<file path="config.mk">
export PLATFORM = sky130hd
export DESIGN_NAME = ram_program_loader
export DESIGN_NICKNAME = d
export VERILOG_FILES = /design/src/rtl/ram_program_loader_pkg.sv /design/src/rtl/ram_program_loader_checksum.sv /design/src/rtl/ram_program_loader.sv
export SDC_FILE = /design/constraint.sdc
export NUM_CORES = 1
export LEC_CHECK = 0
export ABC_AREA = 1
export BUFFER_PORTS_ARGS = -buffer_cell sky130_fd_sc_hd__buf_4
export CORE_MARGIN = 2
export CORE_UTILIZATION = 45
export DETAILED_ROUTE_END_ITERATION = 6
export GPL_TIMING_DRIVEN = 1
export PLACE_DENSITY = 0.66
export SLEW_MARGIN = 40
export SYNTH_ARGS = -nofsm -noshare
export SYNTH_HDL_FRONTEND = slang
export SYNTH_SLANG_ARGS = --single-unit
</file>
<file path="constraint.sdc">
create_clock -name CLOCK -period 1.9 [get_ports CLOCK]
set_input_delay 0.19 -clock CLOCK [delete_from_list [all_inputs] [get_ports CLOCK]]
set_output_delay 0.19 -clock CLOCK [all_outputs]
set_load 0.02 [all_outputs]
</file>
<file path="src/rtl/ram_program_loader_pkg.sv">
// rtl/ram_program_loader_pkg.sv - shared constants and state encoding for the RAM program loader
package ram_program_loader_pkg;

    // Default geometry of the 16x8 programming RAM, shared with the RAM itself
    localparam int RPL_DATA_WIDTH = 8;
    localparam int RPL_ADDR_WIDTH = 4;

    typedef enum logic [2:0] {
        ST_IDLE   = 3'd0,
        ST_LOAD   = 3'd1,
        ST_WRITE  = 3'd2,
        ST_VERIFY = 3'd3,
        ST_FINISH = 3'd4
    } state_t;

endpackage

</file>
<file path="src/rtl/ram_program_loader_checksum.sv">
// rtl/ram_program_loader_checksum.sv - modulo-2**DATA_WIDTH byte accumulator
module byte_checksum
    import ram_program_loader_pkg::*;
#(
    parameter int DATA_WIDTH = RPL_DATA_WIDTH
) (
    input  logic                  i_clk,
    input  logic                  i_rst,
    input  logic                  i_clear,
    input  logic                  i_add,
    input  logic [DATA_WIDTH-1:0] i_data,
    output logic [DATA_WIDTH-1:0] o_sum
);

    logic [DATA_WIDTH-1:0] r_sum;

    // Clear has priority over add so a session start always begins from zero
    always_ff @(posedge i_clk) begin
        if (i_rst || i_clear) begin
            r_sum <= '0;
        end else if (i_add) begin
            r_sum <= r_sum + i_data;
        end
    end

    assign o_sum = r_sum;

endmodule

</file>
<file path="src/rtl/ram_program_loader.sv">
// rtl/ram_program_loader.sv - loads 16 stream bytes into the RAM and verifies them by checksum
module ram_program_loader
    import ram_program_loader_pkg::*;
#(
    parameter int DATA_WIDTH = RPL_DATA_WIDTH,
    parameter int ADDR_WIDTH = RPL_ADDR_WIDTH,
    parameter int VERIFY     = 1
) (
    input  logic                  CLOCK,
    input  logic                  RESET,
    input  logic                  START,
    input  logic [DATA_WIDTH-1:0] BYTE_IN,
    input  logic                  BYTE_VALID,
    output logic                  BYTE_READY,
    output logic [ADDR_WIDTH-1:0] ADDR_OUT,
    output logic [DATA_WIDTH-1:0] RAM_PROG_DATA,
    output logic                  _RAM_PROG,
    output logic                  WR_PROG,
    output logic                  EN_RAM_OUT,
    input  logic [DATA_WIDTH-1:0] RAM_OUT,
    output logic                  BUSY,
    output logic                  DONE,
    output logic                  VERIFY_ERR
);

    localparam int                    DEPTH     = 2 ** ADDR_WIDTH;
    localparam logic [ADDR_WIDTH-1:0] LAST_ADDR = ADDR_WIDTH'(DEPTH - 1);

    state_t                r_state;
    state_t                w_next_state;
    logic [ADDR_WIDTH-1:0] r_addr;
    logic [DATA_WIDTH-1:0] r_data;
    logic                  r_verify_err;
    logic                  r_ready;
    logic                  r_ram_prog_n;
    logic                  r_wr_prog;
    logic                  r_en_ram_out;
    logic                  r_busy;
    logic                  r_done;

    logic                  w_start;
    logic                  w_accept;
    logic                  w_last;
    logic                  w_verify_add;
    logic [DATA_WIDTH-1:0] w_wsum;
    logic [DATA_WIDTH-1:0] w_rsum;

    assign w_start      = (r_state == ST_IDLE) && START;
    assign w_accept     = (r_state == ST_LOAD) && BYTE_VALID;
    assign w_last       = (r_addr == LAST_ADDR);
    assign w_verify_add = (r_state == ST_VERIFY);

    // Next-state decode; the last word is found by address compare, never by wrap
    always_comb begin
        w_next_state = r_state;
        case (r_state)
            ST_IDLE:   if (START) w_next_state = ST_LOAD;
            ST_LOAD:   if (BYTE_VALID) w_next_state = ST_WRITE;
            ST_WRITE: begin
                if (!w_last) begin
                    w_next_state = ST_LOAD;
                end else if (VERIFY != 0) begin
                    w_next_state = ST_VERIFY;
                end else begin
                    w_next_state = ST_FINISH;
                end
            end
            ST_VERIFY: if (w_last) w_next_state = ST_FINISH;
            ST_FINISH: w_next_state = ST_IDLE;
            default:   w_next_state = ST_IDLE;
        endcase
    end

    // Session FSM: state, address/data datapath and outputs registered from the next state
    always_ff @(posedge CLOCK) begin
        if (RESET) begin
            r_state      <= ST_IDLE;
            r_addr       <= '0;
            r_data       <= '0;
            r_verify_err <= 1'b0;
            r_ready      <= 1'b0;
            r_ram_prog_n <= 1'b1;
            r_wr_prog    <= 1'b0;
            r_en_ram_out <= 1'b0;
            r_busy       <= 1'b0;
            r_done       <= 1'b0;
        end else begin
            case (r_state)
                ST_IDLE: begin
                    if (START) begin
                        r_addr       <= '0;
                        r_verify_err <= 1'b0;
                    end
                end
                ST_LOAD: begin
                    if (BYTE_VALID) begin
                        r_data <= BYTE_IN;
                    end
                end
                ST_WRITE: begin
                    // Address and data stay put for the whole write cycle
                    if (!w_last) begin
                        r_addr <= r_addr + 1'b1;
                    end else if (VERIFY != 0) begin
                        r_addr <= '0;
                    end
                end
                ST_VERIFY: begin
                    if (!w_last) begin
                        r_addr <= r_addr + 1'b1;
                    end
                end
                ST_FINISH: begin
                    if (VERIFY != 0) begin
                        r_verify_err <= (w_rsum != w_wsum);
                    end
                    // Return the bus to its quiet idle values
                    r_addr <= '0;
                    r_data <= '0;
                end
                default: begin
                    r_addr <= '0;
                end
            endcase

            r_state      <= w_next_state;
            r_ready      <= (w_next_state == ST_LOAD);
            r_ram_prog_n <= (w_next_state == ST_IDLE);
            r_wr_prog    <= (w_next_state == ST_WRITE);
            r_en_ram_out <= (w_next_state == ST_VERIFY);
            r_busy       <= (w_next_state != ST_IDLE);
            r_done       <= (w_next_state == ST_FINISH);
        end
    end

    byte_checksum #(.DATA_WIDTH(DATA_WIDTH)) u_wsum (
        .i_clk   (CLOCK),
        .i_rst   (RESET),
        .i_clear (w_start),
        .i_add   (w_accept),
        .i_data  (BYTE_IN),
        .o_sum   (w_wsum)
    );

    byte_checksum #(.DATA_WIDTH(DATA_WIDTH)) u_rsum (
        .i_clk   (CLOCK),
        .i_rst   (RESET),
        .i_clear (w_start),
        .i_add   (w_verify_add),
        .i_data  (RAM_OUT),
        .o_sum   (w_rsum)
    );

    assign BYTE_READY    = r_ready;
    assign ADDR_OUT      = r_addr;
    assign RAM_PROG_DATA = r_data;
    assign _RAM_PROG     = r_ram_prog_n;
    assign WR_PROG       = r_wr_prog;
    assign EN_RAM_OUT    = r_en_ram_out;
    assign BUSY          = r_busy;
    assign DONE          = r_done;
    assign VERIFY_ERR    = r_verify_err;

endmodule

</file>
==> metrics.md <==
| Metric | Value |
|---|---|
| Total DRC errors in the routed layout | `0` |
| Sum of net half-perimeters after detailed placement | `3630 um` |
| #FFs+latches synth | `38` |
| Required time at the worst-slack endpoint | `2.08 ns` |
| Synthesized netlist net count | `351` |
| Total setup buffers inserted after CTS | `0` |
| Chip height | `74.4 um` |
| Clock Sinks | `38` |
| Share of synthesized flip-flops with an asynchronous set or reset | `0%` |
| Fillcell total | `489` |
| DR vias | `2051` |
| Std cell rows | `25` |
| Outcome | `complete, no violations` |
| Mean Syn Cell Area | `7.09 um2` |
| Capturing point of the worst reg2reg path | `u_wsum.o_sum[4]$_SDFFE_PP0P_` |
| Clk Latency, worst-skew pair | `approximately 0.29 ns` |
| Count of pins on the block boundary | `39` |
| Register clock-pin slew on the reported worst setup and hold paths | `0.08 ns` |
| Layout area overhead | `22.0%` |
| Ratio of cells with drive above 1 in the final layout | `between 15 and 20%` |
| Cell taking the most area after synthesis | `sky130_fd_sc_hd__dfxtp_1` |
| Ratio of routed vias to standard cells | `4.83` |
| Cts hold-fix bufs | `0` |
| Hold Vio Cnt, Final | `0` |
| Largest fanout on the critical path | `3` |
| R2r startpoint | `u_wsum.o_sum[0]$_SDFFE_PP0P_` |
| Number of pins exceeding their max-slew limit in the final report | `0` |
| Worst EP arrival | `1.74 ns` |
| Core Region | `0.00475 mm2` |
| List of most frequent post-synthesis cells | `sky130_fd_sc_hd__nand2_1 (78), sky130_fd_sc_hd__inv_1 (40), sky130_fd_sc_hd__dfxtp_1 (38)` |
| Detailed-route wire length | `4650 um` |
| Wire length per cell | `11.0 um` |
| CTS tree | `built` |
| Total Routing Usage GR | `18.6%` |
| Chip Width | `74.4 um` |
| Setup Crit Path Kind | `flop to flop` |
| Primary FF master, synth | `sky130_fd_sc_hd__dfxtp_1` |
| Peak VDD IR | `a little under 0.0005 V` |
| Vias in the first global route | `1890` |
| Type of the tightest min-delay check | `input pin to flop` |
| DRT Pass-1 Iters | `4` |
| Setup slack of the most critical reg-to-reg path | `roughly 0.34 ns` |
| Port Buf Inserts | `38` |
| Setup-failing EPs final | `0` |
| Number of clock buffers inserted by TritonCTS | `5` |
| Endpoint type of the worst setup path | `flop` |
| Overflow left after global routing | `0` |
| Synth Instances | `314` |
| Actual transition at the worst max-transition pin | `roughly 0.39 ns` |
| Count of H-tree levels built during CTS | `2` |
| Largest net degree at the start of global routing | `20` |
| CTS Root Cell | `sky130_fd_sc_hd__clkbuf_8` |
| Number of diodes added for antenna fixing | `0` |
| Unrepaired setup endpoints after global routing | `false` |
| Reg2reg path depth | `6` |
| Placer's final routability congestion estimate | `0.846` |
| Mux share of post-synthesis cell area | `0%` |
| Post-synth EDFFs | `0` |
| Sequential-to-total area share from yosys stat | `34.2%` |
| Tcrit/Tclk final | `82.0%` |
| Achievable frequency | `642 MHz` |
| Adder-cell area share of the yosys netlist | `10.2%` |
| Yosys Warn Count | `0` |
| Crit path from | `u_wsum.o_sum[0]$_SDFFE_PP0P_` |
| Post-Synth Simple-Gate Area | `32.5%` |
| Number of antenna violations at the first check in global routing | `0` |
| Total power after layout | `1.99 mW` |
| Minimum clock period | `about 1.6 ns` |
| Area share of the leading cell type in the synthesized netlist | `34.2%` |
| Sum of negative setup slack | `0 ns` |
| Maximum count of clock buffers along a single path | `2` |
| Number of gates resized after cts | `0` |
| P_leak | `1.37 nW` |
| Largest family of logic cells by synthesized area | `simple AND/OR/NAND/NOR gates` |
| Critical Path Start Type | `flop` |
| Share of the synthesized area in compound gates (AO/OA/AOI/OAI) | `10.0%` |
| Power Density | `732 mW/mm2` |
| Slew Limit Headroom | `around 74%` |
| Worst-case hold path end point | `RAM_PROG_DATA[2]$_SDFFE_PP0P_` |
| Largest cells by area after synthesis | `sky130_fd_sc_hd__dfxtp_1 (34%), sky130_fd_sc_hd__nand2_1 (13%), sky130_fd_sc_hd__ha_1 (8.4%), sky130_fd_sc_hd__a21oi_1 (7.2%), sky130_fd_sc_hd__inv_1 (6.7%)` |
| Post-Place Cell Area | `0.00258 mm2` |
| Post-synth cell types | `30` |
| Cell area after technology mapping | `0.00223 mm2` |
| Max-cap violations | `0` |
| Start point of the worst min-delay path | `BYTE_IN[2]` |
| Most instantiated library cell after synthesis | `sky130_fd_sc_hd__nand2_1` |
| Starting utilization of the core area | `a little under half` |
| Final Net Count | `394` |
| Final Cell Area | `0.00272 mm2` |
| Hold Crit Depth | `3` |
| Xor/xnor cell area share of the yosys netlist | `3.93%` |
| Fin Clk Skew | `0.00542 ns` |
| Detailed router's first-iteration violation count | `68` |
| Antenna Nets Post-Route | `0` |
| Global-route wire length before repair | `8000 um` |
| Area enclosed by the die boundary | `between 0.005 and 0.006 mm2` |
-- placed cells by master (no fill, tap or decap), types with 6 or more instances in the layout --
master / count
sky130_fd_sc_hd__a21oi_1: 32
sky130_fd_sc_hd__buf_4: 41
sky130_fd_sc_hd__dfxtp_1: 38
sky130_fd_sc_hd__ha_1: 15
sky130_fd_sc_hd__inv_1: 40
sky130_fd_sc_hd__nand2_1: 78
sky130_fd_sc_hd__nand3_1: 27
sky130_fd_sc_hd__nand4_1: 7
sky130_fd_sc_hd__nor2_1: 25
sky130_fd_sc_hd__o21ai_0: 7
sky130_fd_sc_hd__or2_2: 6
sky130_fd_sc_hd__xor2_1: 6
-- logic make-up after synthesis --
| logic type | after synthesis |
|---|---|
| buf+inv | 49 |
| simple gates | 157 |
| compound gates | 43 |
| fa+ha+maj | 17 |
| xor+xnor | 10 |
| flops | 38 |
-- critical path, stage by stage, from the launching register on --
cell and delay (ns):
sky130_fd_sc_hd__dfxtp_1 0.34, sky130_fd_sc_hd__ha_1 0.22, sky130_fd_sc_hd__fa_1 0.43, sky130_fd_sc_hd__nand3_1 0.11, sky130_fd_sc_hd__a21oi_1 0.07, sky130_fd_sc_hd__o31ai_1 0.22, sky130_fd_sc_hd__inv_1 0.05
-- metrics by stage --
| step | util (%) | hold WS [ns] | cells | setup slack, ns |
|---|---|---|---|---|
| 2_1_floorplan | - | 0.259 | 314 | 0.441 |
| 3_3_place_gp | 54.3 | 0.468 | 417 | 0.374 |
| 3_5_place_dp | 54.3 | 0.471 | 417 | 0.343 |
| 4_1_cts | 57.2 | 0.164 | 425 | 0.331 |
| 5_1_grt | 57.2 | 0.170 | 425 | 0.152 |
| 6_report | 57.2 | 0.170 | 425 | 0.343 |
-- state kept, by name (all words and copies together) (netlist names), 3 cells and up --
signal,cells
ADDR_OUT,4
RAM_PROG_DATA,8
r_state,3
u_rsum.o_sum,8
u_wsum.o_sum,8
-- layer usage --
metal	global-route usage (%)	part of all wire, %	wire, um
met1	23.5	47	2180
met5	0	0	0
met2	32.2	48	2240
met4	5.36	0.99	46
met3	3.66	4.0	186
-- power by group --
group          leakage, nW  total, mW  switching (mW)  internal [mW]
logic                0.998      0.317           0.185          0.133
registers            0.309      0.851          0.0231          0.828
clock network       0.0683      0.822           0.296          0.526
total                 1.37       1.99           0.504           1.49
-- how the worst max path moves through the flow --
stage	endpoint	slack [ns]	depth (start not counted)
after floorplan	u_rsum.o_sum[4]$_SDFFE_PP0N_	0.44	7
after global placement	u_rsum.o_sum[4]$_SDFFE_PP0N_	0.37	7
after detailed placement	u_rsum.o_sum[4]$_SDFFE_PP0N_	0.34	7
after CTS	u_rsum.o_sum[4]$_SDFFE_PP0N_	0.33	7
after global routing	u_rsum.o_sum[5]$_SDFFE_PP0N_	0.15	8
final	u_wsum.o_sum[4]$_SDFFE_PP0P_	0.34	6
-- area by class of cell --
class,instances,area (um2),area share (%)
clock inverter,3,68.8,2.53
inverter,44,165,6.08
tap,67,83.8,3.08
multi-input combinational,227,1260,46.5
sequential,38,761,28.0
clock buffer,5,68.8,2.53
timing repair buffer,41,308,11.3
Note: power is estimated with default switching activity, not from simulation.
